===== src/rtl/alu_issue_stage.sv =====
// MIPS-32 integer decode/issue stage feeding the execute ALU through a 2-entry skid buffer.
// Define ALU_ISSUE_FWD_EN to add the write-back forwarding ports (wb_we/wb_dest/wb_value).
module alu_issue_stage #(
    parameter int DATA_W = 32
) (
    input  logic              clk,
    input  logic              reset,
    input  logic              in_valid,
    output logic              in_ready,
    input  logic [31:0]       inst,
    input  logic [DATA_W-1:0] rs_value,
    input  logic [DATA_W-1:0] rt_value,
`ifdef ALU_ISSUE_FWD_EN
    input  logic              wb_we,
    input  logic [4:0]        wb_dest,
    input  logic [DATA_W-1:0] wb_value,
`endif
    output logic              out_valid,
    input  logic              out_ready,
    output logic [11:0]       alu_control,
    output logic [DATA_W-1:0] alu_src1,
    output logic [DATA_W-1:0] alu_src2,
    output logic [4:0]        dest,
    output logic              illegal
);

    localparam logic [11:0] CTL_ADD  = 12'h800;
    localparam logic [11:0] CTL_SUB  = 12'h400;
    localparam logic [11:0] CTL_SLT  = 12'h200;
    localparam logic [11:0] CTL_SLTU = 12'h100;
    localparam logic [11:0] CTL_AND  = 12'h080;
    localparam logic [11:0] CTL_NOR  = 12'h040;
    localparam logic [11:0] CTL_OR   = 12'h020;
    localparam logic [11:0] CTL_XOR  = 12'h010;
    localparam logic [11:0] CTL_SLL  = 12'h008;
    localparam logic [11:0] CTL_SRL  = 12'h004;
    localparam logic [11:0] CTL_SRA  = 12'h002;
    localparam logic [11:0] CTL_LUI  = 12'h001;

    typedef struct packed {
        logic [11:0]       ctl;
        logic [DATA_W-1:0] src1;
        logic [DATA_W-1:0] src2;
        logic [4:0]        dest;
        logic              illegal;
    } issue_t;

    typedef enum logic [1:0] {EMPTY, ONE, FULL} state_t;

    logic [5:0]        op;
    logic [5:0]        funct;
    logic [4:0]        rt_f;
    logic [4:0]        rd_f;
    logic [4:0]        sa_f;
    logic [15:0]       imm;
    logic [DATA_W-1:0] rs_op;
    logic [DATA_W-1:0] rt_op;
    logic [DATA_W-1:0] simm;
    logic [DATA_W-1:0] zimm;

    assign op    = inst[31:26];
    assign rt_f  = inst[20:16];
    assign rd_f  = inst[15:11];
    assign sa_f  = inst[10:6];
    assign funct = inst[5:0];
    assign imm   = inst[15:0];
    assign simm  = {{(DATA_W-16){imm[15]}}, imm};
    assign zimm  = {{(DATA_W-16){1'b0}}, imm};

`ifdef ALU_ISSUE_FWD_EN
    // A register being written back this cycle is newer than the register-file read.
    assign rs_op = (wb_we && wb_dest != 5'd0 && wb_dest == inst[25:21]) ? wb_value : rs_value;
    assign rt_op = (wb_we && wb_dest != 5'd0 && wb_dest == rt_f)        ? wb_value : rt_value;
`else
    logic unused_rs_field;
    assign unused_rs_field = ^inst[25:21];
    assign rs_op = rs_value;
    assign rt_op = rt_value;
`endif

    issue_t dec;
    logic   legal;

    always_comb begin
        // NOTE: every variable assigned here gets a default first, so no path can infer a latch.
        dec   = '0;
        legal = 1'b1;
        if (op == 6'h00) begin
            dec.dest = rd_f;
            dec.src1 = rs_op;
            dec.src2 = rt_op;
            case (funct)
                6'h20, 6'h21: dec.ctl = CTL_ADD;
                6'h22, 6'h23: dec.ctl = CTL_SUB;
                6'h24:        dec.ctl = CTL_AND;
                6'h25:        dec.ctl = CTL_OR;
                6'h26:        dec.ctl = CTL_XOR;
                6'h27:        dec.ctl = CTL_NOR;
                6'h2A:        dec.ctl = CTL_SLT;
                6'h2B:        dec.ctl = CTL_SLTU;
                6'h00: begin dec.ctl = CTL_SLL; dec.src1 = DATA_W'(sa_f); end
                6'h02: begin dec.ctl = CTL_SRL; dec.src1 = DATA_W'(sa_f); end
                6'h03: begin dec.ctl = CTL_SRA; dec.src1 = DATA_W'(sa_f); end
                6'h04:        dec.ctl = CTL_SLL;
                6'h06:        dec.ctl = CTL_SRL;
                6'h07:        dec.ctl = CTL_SRA;
                default:      legal = 1'b0;
            endcase
        end else begin
            dec.dest = rt_f;
            dec.src1 = rs_op;
            case (op)
                6'h08, 6'h09: begin dec.ctl = CTL_ADD;  dec.src2 = simm; end
                6'h0A:        begin dec.ctl = CTL_SLT;  dec.src2 = simm; end
                6'h0B:        begin dec.ctl = CTL_SLTU; dec.src2 = simm; end
                6'h0C:        begin dec.ctl = CTL_AND;  dec.src2 = zimm; end
                6'h0D:        begin dec.ctl = CTL_OR;   dec.src2 = zimm; end
                6'h0E:        begin dec.ctl = CTL_XOR;  dec.src2 = zimm; end
                6'h0F: begin dec.ctl = CTL_LUI; dec.src1 = '0; dec.src2 = zimm; end
                default:      legal = 1'b0;
            endcase
        end
        if (!legal) begin
            dec         = '0;
            dec.illegal = 1'b1;
        end
    end

    state_t state_q, state_d;
    issue_t out_q, out_d;
    issue_t skid_q, skid_d;
    logic   out_valid_q, out_valid_d;
    logic   in_ready_q, in_ready_d;
    logic   accept;
    logic   drain;

    assign accept = in_valid && in_ready_q;
    assign drain  = out_valid_q && out_ready;

    always_comb begin
        state_d = state_q;
        out_d   = out_q;
        skid_d  = skid_q;
        case (state_q)
            EMPTY: if (accept) begin out_d = dec; state_d = ONE; end
            ONE: begin
                if (accept && drain) begin
                    out_d = dec;
                end else if (accept) begin
                    skid_d  = dec;
                    state_d = FULL;
                end else if (drain) begin
                    state_d = EMPTY;
                end
            end
            FULL:    if (drain) begin out_d = skid_q; state_d = ONE; end
            default: state_d = EMPTY;
        endcase
        out_valid_d = (state_d != EMPTY);
        in_ready_d  = (state_d != FULL);
    end

    // NOTE: sequential state uses non-blocking assignments so every flop samples pre-edge values.
    always_ff @(posedge clk) begin
        if (reset) begin
            state_q     <= EMPTY;
            out_valid_q <= 1'b0;
            in_ready_q  <= 1'b0;
            // NOTE: payload registers are reset as well: the outputs must read zero after reset
            // and a cleared skid can never resurface a stale instruction.
            out_q       <= '0;
            skid_q      <= '0;
        end else begin
            state_q     <= state_d;
            out_valid_q <= out_valid_d;
            in_ready_q  <= in_ready_d;
            out_q       <= out_d;
            skid_q      <= skid_d;
        end
    end

    // Masking with reset keeps execute from taking the entry being discarded this cycle.
    assign out_valid   = out_valid_q && !reset;
    assign in_ready    = in_ready_q;
    assign alu_control = out_q.ctl;
    assign alu_src1    = out_q.src1;
    assign alu_src2    = out_q.src2;
    assign dest        = out_q.dest;
    assign illegal     = out_q.illegal;

endmodule


===== config.mk =====
export PLATFORM = sky130hd
export DESIGN_NAME = alu_issue_stage
export DESIGN_NICKNAME = d
export VERILOG_FILES = /design/src/rtl/alu_issue_stage.sv
export SDC_FILE = /design/constraint.sdc
export NUM_CORES = 1
export LEC_CHECK = 0
export ABC_AREA = 1
export ABC_CLOCK_PERIOD_IN_PS = 2000
export BUFFER_PORTS_ARGS = -buffer_cell sky130_fd_sc_hd__buf_2
export CORE_UTILIZATION = 54
export CTS_CLUSTER_DIAMETER = 150
export DETAILED_ROUTE_END_ITERATION = 12
export PLACE_DENSITY = 0.8
export SLEW_MARGIN = 20
export SYNTH_ARGS = -nofsm -noshare
export SYNTH_HDL_FRONTEND = slang
export SYNTH_SLANG_ARGS = --single-unit
export TNS_END_PERCENT = 5

===== constraint.sdc =====
create_clock -name clk -period 2 [get_ports clk]
set_clock_uncertainty 0.2 [all_clocks]
set_input_delay 0.2 -clock clk [delete_from_list [all_inputs] [get_ports clk]]
set_output_delay 0.2 -clock clk [all_outputs]
set_load 0.005 [all_outputs]

Yosys cells after proc, flatten, opt, wreduce, memory -nomap -nowiden
Cells that the tools add are included.
{ "op_classes": {"n_bitwise": 1, "n_reduce_logical": 23, "n_eq_ne": 29, "mux": 20} }
{ "ops": {"columns": ["cell", "count"], "rows": [
  ["$mux W82", 4],
  ["$pmux W82 S3", 1],
  ["$pmux W12 S11", 1],
  ["$pmux W12 S7", 1],
  ["$mux W81", 1],
  ["$mux W32", 2],
  ["$pmux W32 S2", 1],
  ["$eq A6 B6 Y1 const B", 10],
  ["$eq A6 B4 Y1 const B", 8],
  ["$eq A6 B3 Y1 const B", 3],
  ["$reduce_or A16 Y1", 1],
  ["$eq A6 B2 Y1 const B", 2],
  ["$logic_not A6 Y1", 2],
  ["$reduce_or A2 Y1", 6],
  ["$mux W2", 5],
  ["$ne A2 B2 Y1 const B", 4],
  ["$reduce_or A4 Y1", 2],
  ["$reduce_or A8 Y1", 1],
  ["$pmux W2 S3", 1],
  ["$logic_and A1 B1 Y1", 4],
  ["$reduce_and A4 Y1", 1],
  ["$mux W1", 3],
  ["$reduce_and A3 Y1", 1],
  ["$reduce_bool A3 Y1", 1],
  ["other kinds (7)", 7]
]} }
{ "word_totals": {"input_bits": 100, "elab_cells": 86, "ff_bits": 168} }

Longest topological paths before layout
{ "logic_depth": {"ltp_word": 7, "depth_mapped": 10} }

Worst setup path before layout
No wires, ideal clock.
{ "synth_timing": {"path_kind": "register to register", "startpoint": "register state_q[0]", "endpoint": "register skid_q[16] in the netlist's numbering", "required_ns": 1.672, "path_slack_ns": 0.338, "period_less_slack_ns": 1.662, "arrival_ns": 1.334, "path_stages_with_launch": 8, "path_buffers": 2, "cell_sequence": "dfxtp_1 > inv_1 > nor2_1 > nand3_1 > clkinv_1 > clkbuf_1 > clkbuf_1 > a21oi_1"} }
{ "synth_between": {"elab_chain_len": 2} }
{ "synth_lines": {"columns": ["item", "line", "text"], "rows": [
  ["from (decl)", "129", "state_t state_q, state_d;"],
  ["from (signal assigned)", "174", "state_q <= state_d;"],
  ["$eq A2 B1 Y1", "144", "case (state_q)"],
  ["$reduce_and A3 Y1 (no source line)", null, null],
  ["to (signal assigned)", "178", "skid_q <= skid_d;"],
  ["to (decl)", "131", "issue_t skid_q, skid_d;"]
]} }
No other way between the ends.
A chain may end at the register's enable or synchronous reset.

Worst setup path after layout
{ "layout_timing": {"startpoint": "input inst[3]", "endpoint": "register out_q (netlist bit alu_src1[5])"} }
{ "layout_between": {"elab_chain_len": 7, "elab_cells_between_ends": 26} }
{ "layout_lines": {"columns": ["item", "line", "text"], "rows": [
  ["from (decl)", "10", "input logic [31:0] inst,"],
  ["$eq A6 B3 Y1 (tied with other cells)", "92", "case (funct)"],
  ["$reduce_or A16 Y1 (no source line) / $reduce_or A3 Y1 (equally long branches)", null, null],
  ["$mux W1 / $mux W32 (equally long branches)", "92", null],
  ["$mux W1 / $mux W81 (equally long branches)", "88", "if (op == 6'h00) begin"],
  ["$mux W82 *", "123", "if (!legal) begin"],
  ["$mux W82, on equally long branches", "147, 145", null],
  ["$pmux W82 S3 *", "144", null],
  ["to (signal assigned)", "177", "out_q <= out_d;"],
  ["to (decl)", "130", "issue_t out_q, out_d;"]
]} }
Mark *: on every way between the ends. The rest lies on a longest branch, timed or not. The select of a mux whose other input is x is not followed.

==> flow_summary.json <==
{
  "cts_max_level": 4,
  "ys_warn_count": 0,
  "finalSetupViolations": 0,
  "drtIter0Drc": 948,
  "critPathSlowestCell": "dlygate4sd3_1",
  "synthesis.nets": 1237,
  "antenna_cells": 0,
  "grt_max_degree": 91,
  "fin_util": 0.7292,
  "avgSynthCellArea_um2": 6.995,
  "critical_path.most_common_cell": "nand3_1",
  "place_ws_ps": 68.64,
  "synth_compound_area_frac": 0.2877,
  "wl_per_cell_um": 16.17,
  "status": "completed",
  "drt_pass1_iterations": 6,
  "p_leak_uw": 0.004554,
  "numPlacedInstances": 1419,
  "worst_pin_slew_ps": 534.9,
  "place.gp.congestion": 0.9495,
  "clk_pin_slew_worst_paths_ps": 60,
  "final_antenna_net_count": 0,
  "fillers": 1134,
  "stdcell_count": 1518,
  "syn_area_um2": 7954,
  "rows": 43,
  "cts_num_sinks": 168,
  "antenna_found_initial": 1,
  "hold_class": "primary input to flip-flop",
  "drive_above_1_share": 0.1928,
  "route.detailed.drc": 0,
  "crit_path_max_incr_delay_ps": 530,
  "die_width_um": 123.4,
  "area_growth_pct": 29.72,
  "die_h_um": 123.4,
  "cp.required_ps": 2150,
  "grt_pass1_vias": 7953,
  "synth_adder_area_share": 0,
  "grt_util_all_layers": 0.3190,
  "clk_latency_ps": 420,
  "avgViaCountPerCell": 5.864,
  "cts_buffers": 17,
  "dieArea_um2": 15220,
  "startpoint_type": "primary input",
  "crit_path_max_fanout": 41,
  "place_hpwl_um": 14130,
  "setup_slack_ps": 76.53,
  "syn_inst": 1137,
  "synth_xor_area_frac": 0,
  "finalCriticalPeriod_ps": 1923,
  "synthMuxAreaShare": 0,
  "place.port_buffers": 178,
  "finalHoldViolCount": 0,
  "grt_pass1_wl_um": 38300,
  "cap_viol_max_count": 0,
  "initial_core_util": 0.5621,
  "synth-async-reset-ratio": 0,
  "synth-main-ff-cell": "dfxtp_1",
  "critPathBufInv": 5,
  "crit_type": "primary input to flip-flop",
  "synth_top_family_by_area": "compound AO/OA/AOI/OAI gates",
  "synth_cell_types": 27,
  "synth-seq-cells": 168,
  "power_density_nw_per_um2": 782.8,
  "cp.arrival_ps": 2080,
  "synth_edf_count": 0,
  "io_pins": 184,
  "relSlewSlack": 0.6434,
  "final_nets": 1429,
  "globalRouteOverflowTotal": 0,
  "peakVddDrop_uv": 618.4,
  "core-area_um2": 14150,
  "cts_tree": "yes",
  "synthSimpleGateAreaFrac": 0.2004,
  "finalCritPeriodShare": 0.9617,
  "drv_slew": 0,
  "ys_seq_area_frac": 0.4228,
  "path_cells": "dlygate4sd3_1, buf_2, inv_2, nor2_4, nand3_1, nand3_1, nor2_1, nor2_4, buf_12, buf_16, nand3_1, a21oi_1",
  "critPathTopFamily": "buffers and inverters",
  "routed_wl_um": 24550,
  "vias": 8901,
  "root_buffer": "clkbuf_16",
  "fmax_mhz": 519.9,
  "worstSetupEndpointType": "flip-flop",
  "clockBufferDepth": 2
}
cell usage after synthesis (all sizes together) (2+ instances only):
| master | number | area share |
|---|---|---|
| nor2 | 24 | 0.014 |
| inv | 55 | 0.026 |
| o211ai | 2 | 0.0019 |
| dfxtp | 168 | 0.42 |
| o21ai | 204 | 0.13 |
| buf | 36 | 0.030 |
| nand2 | 157 | 0.074 |
| nor3 | 2 | 0.0013 |
| nand4 | 9 | 0.0079 |
| clkbuf | 69 | 0.033 |
| nand3 | 159 | 0.10 |
| a21oi | 244 | 0.15 |
| a31oi | 2 | 0.0016 |
| clkinv | 2 | 0.00094 |
cells in the final DEF, fill, tap and decap left out:
| cell | instances |
|---|---|
| o31ai_1 | 1 |
| nand3_1 | 159 |
| nor2_4 | 5 |
| nand2_4 | 1 |
| inv_2 | 11 |
| buf_12 | 16 |
| nand4_4 | 1 |
| buf_2 | 178 |
| nor2_1 | 15 |
| bufinv_16 | 2 |
| or2_0 | 1 |
| inv_1 | 44 |
| clkbuf_16 | 18 |
| nor2_2 | 4 |
| clkbuf_1 | 5 |
| nand4_1 | 8 |
| a21oi_2 | 1 |
| buf_16 | 1 |
| nor3_1 | 2 |
| o21ai_1 | 19 |
| dlygate4sd3_1 | 69 |
| clkinv_2 | 4 |
| o211ai_1 | 2 |
| clkbuf_8 | 1 |
| nor4_2 | 1 |
| o2111a_1 | 1 |
| buf_6 | 1 |
| dfxtp_1 | 168 |
| o21ai_0 | 185 |
| buf_4 | 12 |
| a31oi_1 | 2 |
| a21oi_1 | 243 |
| nand2_1 | 156 |
| inv_4 | 1 |
power breakdown:
group | switching [uW] | internal, uW
logic | 748 | 560
clock network | 1240 | 1840
registers | 112 | 3580
total | 2100 | 5980
cells by family (layout without fill, tap and decap cells):
group | count (synthesis) | count (layout)
AND/OR/NAND/NOR | 353 | 353
AO/OA/AOI/OAI | 454 | 454
flip-flops | 168 | 168
buffers and inverters | 162 | 363
sequential cells by signal (all words and copies together), names as in the netlist:
signal / cells
alu_control: 12
alu_src1: 32
alu_src2: 32
dest: 5
illegal: 1
in_ready: 1
out_valid_q: 1
skid_q: 82
state_q: 2
worst paths after layout:
kind                                     start        endpoint  slack [ps]  cells past startpoint
worst max register to register      state_q[1]  alu_control[5]         220                      7
worst min register to register  alu_control[6]  alu_control[6]         270                      2
worst max-delay path                   inst[3]     alu_src1[5]          80                     12
worst min-delay path              rt_value[29]      skid_q[35]           9                      5
layer usage:
layer	routed length (um)	global-route usage	vias to the layer above
li1	-	-	4312
met4	635	0.1227	0
met3	2090	0.06827	58
met2	11670	0.5154	457
met5	0	0	-
met1	10150	0.4153	4074
worst register-to-register path, delay by kind of cell (launching register included):
family | cells | cell delay, ps
flip-flops | 1 | 340
AO/OA/AOI/OAI | 3 | 460
AND/OR/NAND/NOR | 2 | 350
buffers and inverters | 2 | 340
timing repair:
action | 4_1_cts | 5_1_grt
hold endpoints to repair | 102 | 0
endpoints found under the setup margin | 0 | 84
gates resized for setup | 0 | 6
hold buffers | 69 | 0
buffers inserted | 0 | 1
stage by stage:
step                      hold slack (ps)  TNS [ps]  power, uW  instance area, um^2
after floorplan                     69.07         0       4402                 7954
after global placement              252.3         0       4892                 9021
after detailed placement            263.0         0       4907                 9021
after CTS                           2.241         0       8044                10240
after global routing                28.73    -115.0       8407                10320
final                               9.143         0       8077                10320
final cells by class:
type / instances / area [um^2] / area share
multi-input cells: 807 / 3923 / 0.3802
clock buffers: 23 / 457.9 / 0.04439
repair buffers: 278 / 2056 / 0.1992
flip-flops and latches: 168 / 3363 / 0.3260
well taps: 180 / 225.2 / 0.02183
clock inverters: 5 / 75.07 / 0.007276
inverters: 57 / 217.7 / 0.02110
No activity file was read; power rests on OpenSTA's default activity.
